**config.mk**
```make
export PLATFORM = sky130hd
export DESIGN_NAME = reconf_fir_filter
export DESIGN_NICKNAME = d
export VERILOG_FILES = /design/src/rtl/reconf_fir_filter.sv
export SDC_FILE = /design/constraint.sdc
export NUM_CORES = 2
export LEC_CHECK = 0
export BUFFER_PORTS_ARGS = -buffer_cell sky130_fd_sc_hd__buf_2
export CORE_MARGIN = 2
export CORE_UTILIZATION = 33
export DETAILED_ROUTE_END_ITERATION = 16
export GPL_ROUTABILITY_DRIVEN = 0
export GPL_TIMING_DRIVEN = 1
export SLEW_MARGIN = 5
export SYNTH_ARGS = -nofsm -noshare
export SYNTH_HDL_FRONTEND = slang
export SYNTH_SLANG_ARGS = --single-unit
```
**constraint.sdc**
```tcl
create_clock -name iClk12M -period 6.25 [get_ports iClk12M]
set_clock_uncertainty 0.1 [all_clocks]
set_input_delay 0.625 -clock iClk12M [delete_from_list [all_inputs] [get_ports iClk12M]]
set_output_delay 0.625 -clock iClk12M [all_outputs]
set_load 0.02 [all_outputs]
```
**src/rtl/reconf_fir_filter.sv**
```systemverilog
// reconf_fir_filter
// 40-tap FIR filter with runtime-loadable coefficients held in four
// 10-word banks. An external sequencer walks the RAM address and drives
// the multiply/accumulate strobes. Each bank has its own read register,
// tap register, product register and accumulator. The four accumulators
// are summed and saturated into the registered output.
//
// Ports
//   iClk12M          in   clock, rising edge
//   iRsn             in   synchronous reset, active high
//   iEnSample600k    in   sample strobe, shifts the delay line
//   iCoeffUpdateFlag in   1 = coefficient load mode (writes on, reads off)
//   iCsnRam          in   RAM chip select, active low
//   iWrnRam          in   RAM write enable, active low
//   iEnMul           in   product register enable
//   iEnAddAcc        in   accumulate enable
//   iAddrRam         in   [5:4] bank, [3:0] word
//   iWtDtRam         in   coefficient write data
//   iFirIn           in   input sample, signed
//   oFirOut          out  filter output, signed, saturated
module reconf_fir_filter #(
  parameter int NUM_BANK      = 4,
  parameter int TAPS_PER_BANK = 10,
  parameter int COEFF_W       = 16,
  parameter int IN_W          = 3,
  parameter int ACC_W         = 24,
  parameter int OUT_W         = 16
) (
  input  logic               iClk12M,
  input  logic               iRsn,
  input  logic               iEnSample600k,
  input  logic               iCoeffUpdateFlag,
  input  logic               iCsnRam,
  input  logic               iWrnRam,
  input  logic               iEnMul,
  input  logic               iEnAddAcc,
  input  logic [5:0]         iAddrRam,
  input  logic [COEFF_W-1:0] iWtDtRam,
  input  logic [IN_W-1:0]    iFirIn,
  output logic [OUT_W-1:0]   oFirOut
);

  localparam int NUM_TAP = NUM_BANK * TAPS_PER_BANK;
  localparam int PROD_W  = COEFF_W + IN_W;
  localparam int SUM_W   = ACC_W + 2;
  localparam logic [3:0] LP_WORDS = 4'(TAPS_PER_BANK);
  localparam logic signed [SUM_W-1:0] LP_MAX = SUM_W'((2 ** (OUT_W - 1)) - 1);
  localparam logic signed [SUM_W-1:0] LP_MIN = SUM_W'(-(2 ** (OUT_W - 1)));

  logic [COEFF_W-1:0]        r_mem  [NUM_BANK][TAPS_PER_BANK];
  logic signed [IN_W-1:0]    r_tap  [NUM_TAP];
  logic signed [COEFF_W-1:0] r_rd   [NUM_BANK];
  logic signed [IN_W-1:0]    r_tsel [NUM_BANK];
  logic signed [PROD_W-1:0]  r_prod [NUM_BANK];
  logic signed [ACC_W-1:0]   r_acc  [NUM_BANK];
  logic                      r_add_d;

  logic [1:0]              w_bank;
  logic [3:0]              w_word;
  logic                    w_word_ok;
  logic                    w_wr;
  logic                    w_rd;
  logic [5:0]              w_tap_idx;
  logic signed [SUM_W-1:0] w_sum;
  logic [OUT_W-1:0]        w_sat;

  assign w_bank    = iAddrRam[5:4];
  assign w_word    = iAddrRam[3:0];
  assign w_word_ok = (w_word < LP_WORDS);
  // Load mode gates the direction: writes only in load mode, reads only outside it.
  assign w_wr      = iCoeffUpdateFlag & ~iCsnRam & ~iWrnRam & w_word_ok;
  assign w_rd      = ~iCoeffUpdateFlag & ~iCsnRam & iWrnRam;
  assign w_tap_idx = 6'(w_bank) * 6'(TAPS_PER_BANK) + 6'(w_word);

  // Coefficient storage is deliberately outside the reset domain.
  always_ff @(posedge iClk12M) begin
    if (w_wr) begin
      r_mem[w_bank][w_word] <= iWtDtRam;
    end
  end

  always_comb begin
    w_sum = '0;
    for (int b = 0; b < NUM_BANK; b++) begin
      w_sum = w_sum + SUM_W'(r_acc[b]);
    end
    if (w_sum > LP_MAX) begin
      w_sat = OUT_W'(LP_MAX);
    end else if (w_sum < LP_MIN) begin
      w_sat = OUT_W'(LP_MIN);
    end else begin
      w_sat = w_sum[OUT_W-1:0];
    end
  end

  always_ff @(posedge iClk12M) begin
    if (iRsn) begin
      for (int k = 0; k < NUM_TAP; k++) begin
        r_tap[k] <= '0;
      end
      for (int b = 0; b < NUM_BANK; b++) begin
        r_rd[b]   <= '0;
        r_tsel[b] <= '0;
        r_prod[b] <= '0;
        r_acc[b]  <= '0;
      end
      r_add_d <= 1'b0;
      oFirOut <= '0;
    end else begin
      if (iEnSample600k && !iCoeffUpdateFlag) begin
        r_tap[0] <= iFirIn;
        for (int k = 1; k < NUM_TAP; k++) begin
          r_tap[k] <= r_tap[k-1];
        end
      end
      for (int b = 0; b < NUM_BANK; b++) begin
        // Unselected banks read zero so their products drop out of the sum.
        if (w_rd && w_word_ok && (w_bank == 2'(b))) begin
          r_rd[b]   <= r_mem[b][w_word];
          r_tsel[b] <= r_tap[w_tap_idx];
        end else begin
          r_rd[b] <= '0;
        end
        if (iEnMul) begin
          r_prod[b] <= PROD_W'(r_rd[b]) * PROD_W'(r_tsel[b]);
        end
        if (iEnAddAcc) begin
          r_acc[b] <= r_add_d ? (r_acc[b] + ACC_W'(r_prod[b])) : ACC_W'(r_prod[b]);
        end
      end
      r_add_d <= iEnAddAcc;
      // Falling edge of the accumulate window publishes the pass result.
      if (!iEnAddAcc && r_add_d) begin
        oFirOut <= w_sat;
      end
    end
  end

endmodule

```
==> report_table.html <==
<table>
<tr><th>Metric</th><th>Value</th></tr>
<tr><th colspan="2">Detailed routing</th></tr>
<tr><td>Sum of routed wire length over all layers</td><td>about 120,000 um</td></tr>
<tr><td>Uppermost layer routed</td><td>met5</td></tr>
<tr><td>Drt via density</td><td>approximately 5</td></tr>
<tr><td>Routed metal-1 wire length</td><td>54,700 um</td></tr>
<tr><td>WL/cell</td><td>18.9 um</td></tr>
<tr><td>Metal2 WL</td><td>approximately 54,000 um</td></tr>
<tr><td>Initial drt markers</td><td>approximately 2,400</td></tr>
<tr><td>First-pass DRT Iterations</td><td>5</td></tr>
<tr><td>Total via count in the routed design</td><td>between 30,000 and 40,000</td></tr>
<tr><td>Met3 wire len</td><td>~5700 um</td></tr>
<tr><td>Remaining routing DRC violations</td><td>0</td></tr>
<tr><td>Number of antenna-violating nets in the routed design</td><td>0</td></tr>
<tr><th colspan="2">GRT</th></tr>
<tr><td>Pin count of the biggest net entering global routing</td><td>about 100</td></tr>
<tr><td>Number of antenna violations at the first check in global routing</td><td>9</td></tr>
<tr><td>Global route total overflow</td><td>0</td></tr>
<tr><td>Global-route wire length before repair</td><td>183,000 um</td></tr>
<tr><td>Overall fraction of global-route tracks in use</td><td>between 10% and 20%</td></tr>
<tr><td>Number of global-route vias before repair</td><td>between 30,000 and 40,000</td></tr>
<tr><th colspan="2">Timing</th></tr>
<tr><td>Final hold violation count</td><td>0</td></tr>
<tr><td>Final Critical Period</td><td>a little over 5 ns</td></tr>
<tr><td>Max-slew violation count</td><td>0</td></tr>
<tr><td>Maximum achievable frequency</td><td>~0.20 GHz</td></tr>
<tr><td>Worst hold margin</td><td>0.0859 ns</td></tr>
<tr><td>Max-Slew Margin vs Limit</td><td>between 10% and 20%</td></tr>
<tr><td>Portion of the clock cycle consumed by the worst path in the final layout</td><td>just over 80%</td></tr>
<tr><td>Final setup fails</td><td>0</td></tr>
<tr><td>Fin Setup TNS</td><td>0 ns</td></tr>
<tr><td>Tightest Pin Transition</td><td>1.24 ns</td></tr>
<tr><td>Setup repair after global routing missed its margin</td><td>false</td></tr>
<tr><th colspan="2">Worst setup path</th></tr>
<tr><td>Crit path capture type</td><td>register</td></tr>
<tr><td>Highest net fanout along the worst path</td><td>15</td></tr>
<tr><td>Signal arrival time at the worst endpoint</td><td>around 5.5 ns</td></tr>
<tr><td>CP required</td><td>6.69 ns</td></tr>
<tr><td>Setup crit start kind</td><td>register</td></tr>
<tr><td>Register-to-register setup slack</td><td>approximately 1.2 ns</td></tr>
<tr><td>Critical Setup Path Class</td><td>reg -&gt; reg</td></tr>
<tr><td>Biggest cell delay along the critical path</td><td>0.81 ns</td></tr>
<tr><td>Critical-path top delay cell</td><td>sky130_fd_sc_hd__a41oi_2</td></tr>
<tr><td>Cell chain of the critical path</td><td>inv_1 -&gt; fa_1 -&gt; fa_1 -&gt; inv_1 -&gt; ha_1 -&gt; inv_1 -&gt; fa_1 -&gt; nand2b_1 -&gt; a21oi_1 -&gt; o2111ai_1 -&gt; a211oi_1 -&gt; o21ai_1 -&gt; a21oi_1 -&gt; or3_1 -&gt; nand2_1 -&gt; a41oi_2 -&gt; o32ai_1</td></tr>
<tr><th colspan="2">Finish</th></tr>
<tr><td>Total inserted antenna cells</td><td>0</td></tr>
<tr><td>Layout cell share with drive strength beyond 1</td><td>a little under an eighth</td></tr>
<tr><td>Total of fill cells in the finished design</td><td>approximately 15,000</td></tr>
<tr><td>Synth-to-layout area growth</td><td>12.0%</td></tr>
<tr><td>NumNets Final</td><td>4,462</td></tr>
<tr><th colspan="2">Placement</th></tr>
<tr><td>Post-DP HPWL</td><td>roughly 78,000 um</td></tr>
<tr><td># port buffers</td><td>48</td></tr>
<tr><th colspan="2">Floorplanning</th></tr>
<tr><td>Die extent in y</td><td>405 um</td></tr>
<tr><td>Number of top-level pins</td><td>roughly 50</td></tr>
<tr><td>Die area</td><td>about 160,000 sq um</td></tr>
<tr><td>Die X-Extent</td><td>about 400 um</td></tr>
<tr><td>Starting density of the core</td><td>approximately a third</td></tr>
<tr><td>Placeable core region</td><td>between 150,000 and 200,000 sq um</td></tr>
<tr><td>Number of placement rows</td><td>~150</td></tr>
<tr><th colspan="2">Clock tree</th></tr>
<tr><td>Number of setup buffers added after CTS</td><td>0</td></tr>
<tr><td>Clock latency on the worst-skew pair</td><td>between 0.7 and 0.8 ns</td></tr>
<tr><td>Clk pin slew, worst setup/hold paths</td><td>~0.06 ns</td></tr>
<tr><td>Clock tree root driver cell</td><td>sky130_fd_sc_hd__clkbuf_16</td></tr>
<tr><td>CTS buffer count</td><td>approximately 110</td></tr>
<tr><td>Clock Path Buffers</td><td>3</td></tr>
<tr><td>Count of hold buffers inserted by post-cts repair</td><td>0</td></tr>
<tr><td>Clock tree from TritonCTS</td><td>built</td></tr>
<tr><td>Number of H-tree levels</td><td>3</td></tr>
<tr><td>Cts repair resizes</td><td>0</td></tr>
<tr><td>Number of clock sinks seen by CTS</td><td>1,025</td></tr>
<tr><th colspan="2">Pwr</th></tr>
<tr><td>Share of total power consumed by net switching</td><td>25.7%</td></tr>
<tr><td>Comb pwr share</td><td>13.9%</td></tr>
<tr><td>PwrDens</td><td>277 nW/um^2</td></tr>
<tr><td>Clock network fraction of total power</td><td>about two fifths</td></tr>
<tr><td>Sequential power share</td><td>approximately half</td></tr>
<tr><td>Static power due to leakage</td><td>around 22 nW</td></tr>
<tr><td>Cell-internal power</td><td>roughly 12 mW</td></tr>
<tr><td>Worst voltage drop across the vdd grid</td><td>~0.21 mV</td></tr>
<tr><td>Net Switching</td><td>4.22 mW</td></tr>
<tr><th colspan="2">Synthesis</th></tr>
<tr><td>Yosys reg bits</td><td>between 1,000 and 1,500</td></tr>
<tr><td>Cell type with the highest aggregate area in the netlist</td><td>sky130_fd_sc_hd__edfxtp_1</td></tr>
<tr><td>Top post-synthesis cells by area</td><td>sky130_fd_sc_hd__edfxtp_1, sky130_fd_sc_hd__mux4_2, sky130_fd_sc_hd__ha_1</td></tr>
<tr><td>Synthesized area per cell</td><td>13.4 sq um</td></tr>
<tr><td>Fraction of synthesis flops using an asynchronous set or reset pin</td><td>0%</td></tr>
<tr><td>Count of synthesis-stage warnings from yosys</td><td>0</td></tr>
<tr><td>Share of Yosys cell area claimed by the top area cell type</td><td>between 50% and 60%</td></tr>
<tr><td>Synth Cell Area</td><td>around 53,000 sq um</td></tr>
<tr><td>Number of synthesized flops with an enable pin</td><td>1,008</td></tr>
<tr><td>Share of synthesized area occupied by flip-flops and latches</td><td>between 50% and 60%</td></tr>
<tr><td>Number of distinct library cell variants in the gate-level netlist after synthesis</td><td>between 80 and 90</td></tr>
<tr><td>Primary flip-flop cell chosen by synthesis mapping</td><td>sky130_fd_sc_hd__edfxtp_1</td></tr>
<tr><td>Cell count after synthesis</td><td>roughly 4,000</td></tr>
<tr><th colspan="2">Job</th></tr>
<tr><td>Maxcap violations</td><td>0</td></tr>
<tr><th colspan="2">Worst hold path</th></tr>
<tr><td>Hold WC Path Type</td><td>in -&gt; reg</td></tr>
<tr><th colspan="2">Run status</th></tr>
<tr><td>Outcome</td><td>finished clean</td></tr>
</table>
critical path: cells and delay by family (launching register included):
kind | cells | cell delay (ns)
flops | 1 | 0.39
fa+ha+maj | 4 | 1.48
buf+inv | 3 | 0.29
simple gates | 3 | 0.45
compound gates | 7 | 2.13
final timing paths:
path	to	start	depth (start not counted)
setup / recovery	oFirOut[1]$_SDFFE_PP0P_	r_acc[2][1]$_SDFFCE_PN0P_	17
hold / removal	r_tap[0][1]$_SDFFCE_PN0P_	iFirIn[1]	2
setup reg to reg	oFirOut[1]$_SDFFE_PP0P_	r_acc[2][1]$_SDFFCE_PN0P_	17
hold reg to reg	oFirOut[15]$_SDFFE_PP0P_	oFirOut[15]$_SDFFE_PP0P_	2
metrics by stage:
step | util, % | instance area [sq um] | std cells | setup WS (ns) | power, mW
CTS | 37.1 | 59300 | 6229 | 1.22 | 16.6
floorplan | - | 53200 | 4002 | 1.61 | 9.64
detailed placement | 34.9 | 55900 | 6036 | 1.26 | 10.3
global route | 37.1 | 59300 | 6229 | 0.837 | 17.1
finish | 37.1 | 59300 | 6229 | 1.22 | 16.4
global placement | 34.9 | 55900 | 6036 | 1.33 | 10.3
synth_stat cells, types with 10 or more instances:
library cell / count
sky130_fd_sc_hd__nor2_1: 460
sky130_fd_sc_hd__xor2_1: 55
sky130_fd_sc_hd__or3_1: 27
sky130_fd_sc_hd__a31oi_1: 13
sky130_fd_sc_hd__o21ai_0: 80
sky130_fd_sc_hd__o21a_1: 29
sky130_fd_sc_hd__buf_2: 25
sky130_fd_sc_hd__ha_1: 248
sky130_fd_sc_hd__edfxtp_1: 1008
sky130_fd_sc_hd__o21bai_1: 22
sky130_fd_sc_hd__buf_1: 15
sky130_fd_sc_hd__nand3_1: 39
sky130_fd_sc_hd__xnor2_1: 89
sky130_fd_sc_hd__and2_1: 151
sky130_fd_sc_hd__mux4_2: 164
sky130_fd_sc_hd__dfxtp_1: 17
sky130_fd_sc_hd__a211oi_1: 18
sky130_fd_sc_hd__nand2b_1: 81
sky130_fd_sc_hd__clkbuf_1: 109
sky130_fd_sc_hd__nand2_1: 205
sky130_fd_sc_hd__and3_1: 18
sky130_fd_sc_hd__or2_2: 11
sky130_fd_sc_hd__nor3b_1: 12
sky130_fd_sc_hd__nor3_1: 39
sky130_fd_sc_hd__fa_1: 122
sky130_fd_sc_hd__nor2b_1: 49
sky130_fd_sc_hd__a21o_1: 43
sky130_fd_sc_hd__inv_1: 273
sky130_fd_sc_hd__o211ai_1: 10
sky130_fd_sc_hd__mux2i_1: 118
sky130_fd_sc_hd__a21oi_1: 249
power groups by stage:
stage / Sequential (mW) / Clock [mW] / Combinational (mW)
floorplan: 8.00 / 0 / 1.64
global placement: 8.04 / 0 / 2.25
detailed placement: 8.04 / 0 / 2.28
CTS: 7.90 / 6.39 / 2.29
global route: 7.92 / 6.65 / 2.54
finish: 7.89 / 6.25 / 2.28
cells in the final DEF, fill, tap and decap left out, types with 12 or more instances in the layout:
cell type                   instances
sky130_fd_sc_hd__buf_4             50
sky130_fd_sc_hd__or3_1             27
sky130_fd_sc_hd__nand3_1           39
sky130_fd_sc_hd__o21ai_0           78
sky130_fd_sc_hd__nor3b_1           12
sky130_fd_sc_hd__clkbuf_16        107
sky130_fd_sc_hd__o21bai_1          22
sky130_fd_sc_hd__xor2_1            55
sky130_fd_sc_hd__mux4_2           164
sky130_fd_sc_hd__clkinv_1          30
sky130_fd_sc_hd__nand2_1          205
sky130_fd_sc_hd__o21a_1            29
sky130_fd_sc_hd__nor3_1            39
sky130_fd_sc_hd__dfxtp_1           16
sky130_fd_sc_hd__a21o_1            43
sky130_fd_sc_hd__and2_1           151
sky130_fd_sc_hd__clkbuf_1          19
sky130_fd_sc_hd__fa_1             122
sky130_fd_sc_hd__a21oi_1          249
sky130_fd_sc_hd__ha_1             248
sky130_fd_sc_hd__conb_1            64
sky130_fd_sc_hd__a211oi_1          18
sky130_fd_sc_hd__a31oi_1           13
sky130_fd_sc_hd__inv_1            273
sky130_fd_sc_hd__nor2_1           450
sky130_fd_sc_hd__buf_2             46
sky130_fd_sc_hd__edfxtp_1        1008
sky130_fd_sc_hd__mux2i_1          118
sky130_fd_sc_hd__clkinv_2          16
sky130_fd_sc_hd__xnor2_1           89
sky130_fd_sc_hd__and3_1            18
sky130_fd_sc_hd__nand2b_1          77
sky130_fd_sc_hd__nor2b_1           48
area by class of cell:
cell class	instances	area (sq um)	share of cell area, %
clock buffer	126	2750	4.63
timing repair buffer	100	672	1.13
inverter	276	1040	1.75
tap	2086	2610	4.40
sequential	1025	30600	51.6
multi-input combinational	2549	21000	35.4
clock inverter	67	669	1.13
state kept, by name, summed over array words and instances (netlist names):
signal and count:
oFirOut 16, r_acc 96, r_add_d 1, r_mem 640
r_prod 76, r_rd 64, r_tap 120, r_tsel 12
routing by layer:
layer	global-route usage [%]	vias to the layer above
li1	-	14600
met1	19.9	15200
met2	23.0	604
met3	2.38	167
met4	4.96	12
met5	0	-
cell families after synthesis:
kind of cell / after synthesis / synth area share, %
other cells: 1 / 0.00708
compound gates: 568 / 6.91
buf+inv: 428 / 3.14
xor+xnor: 144 / 2.38
simple gates: 1118 / 10.0
fa+ha+maj: 370 / 10.5
flops: 1025 / 57.8
mux: 285 / 9.27
(Power assumes the default switching activity.)
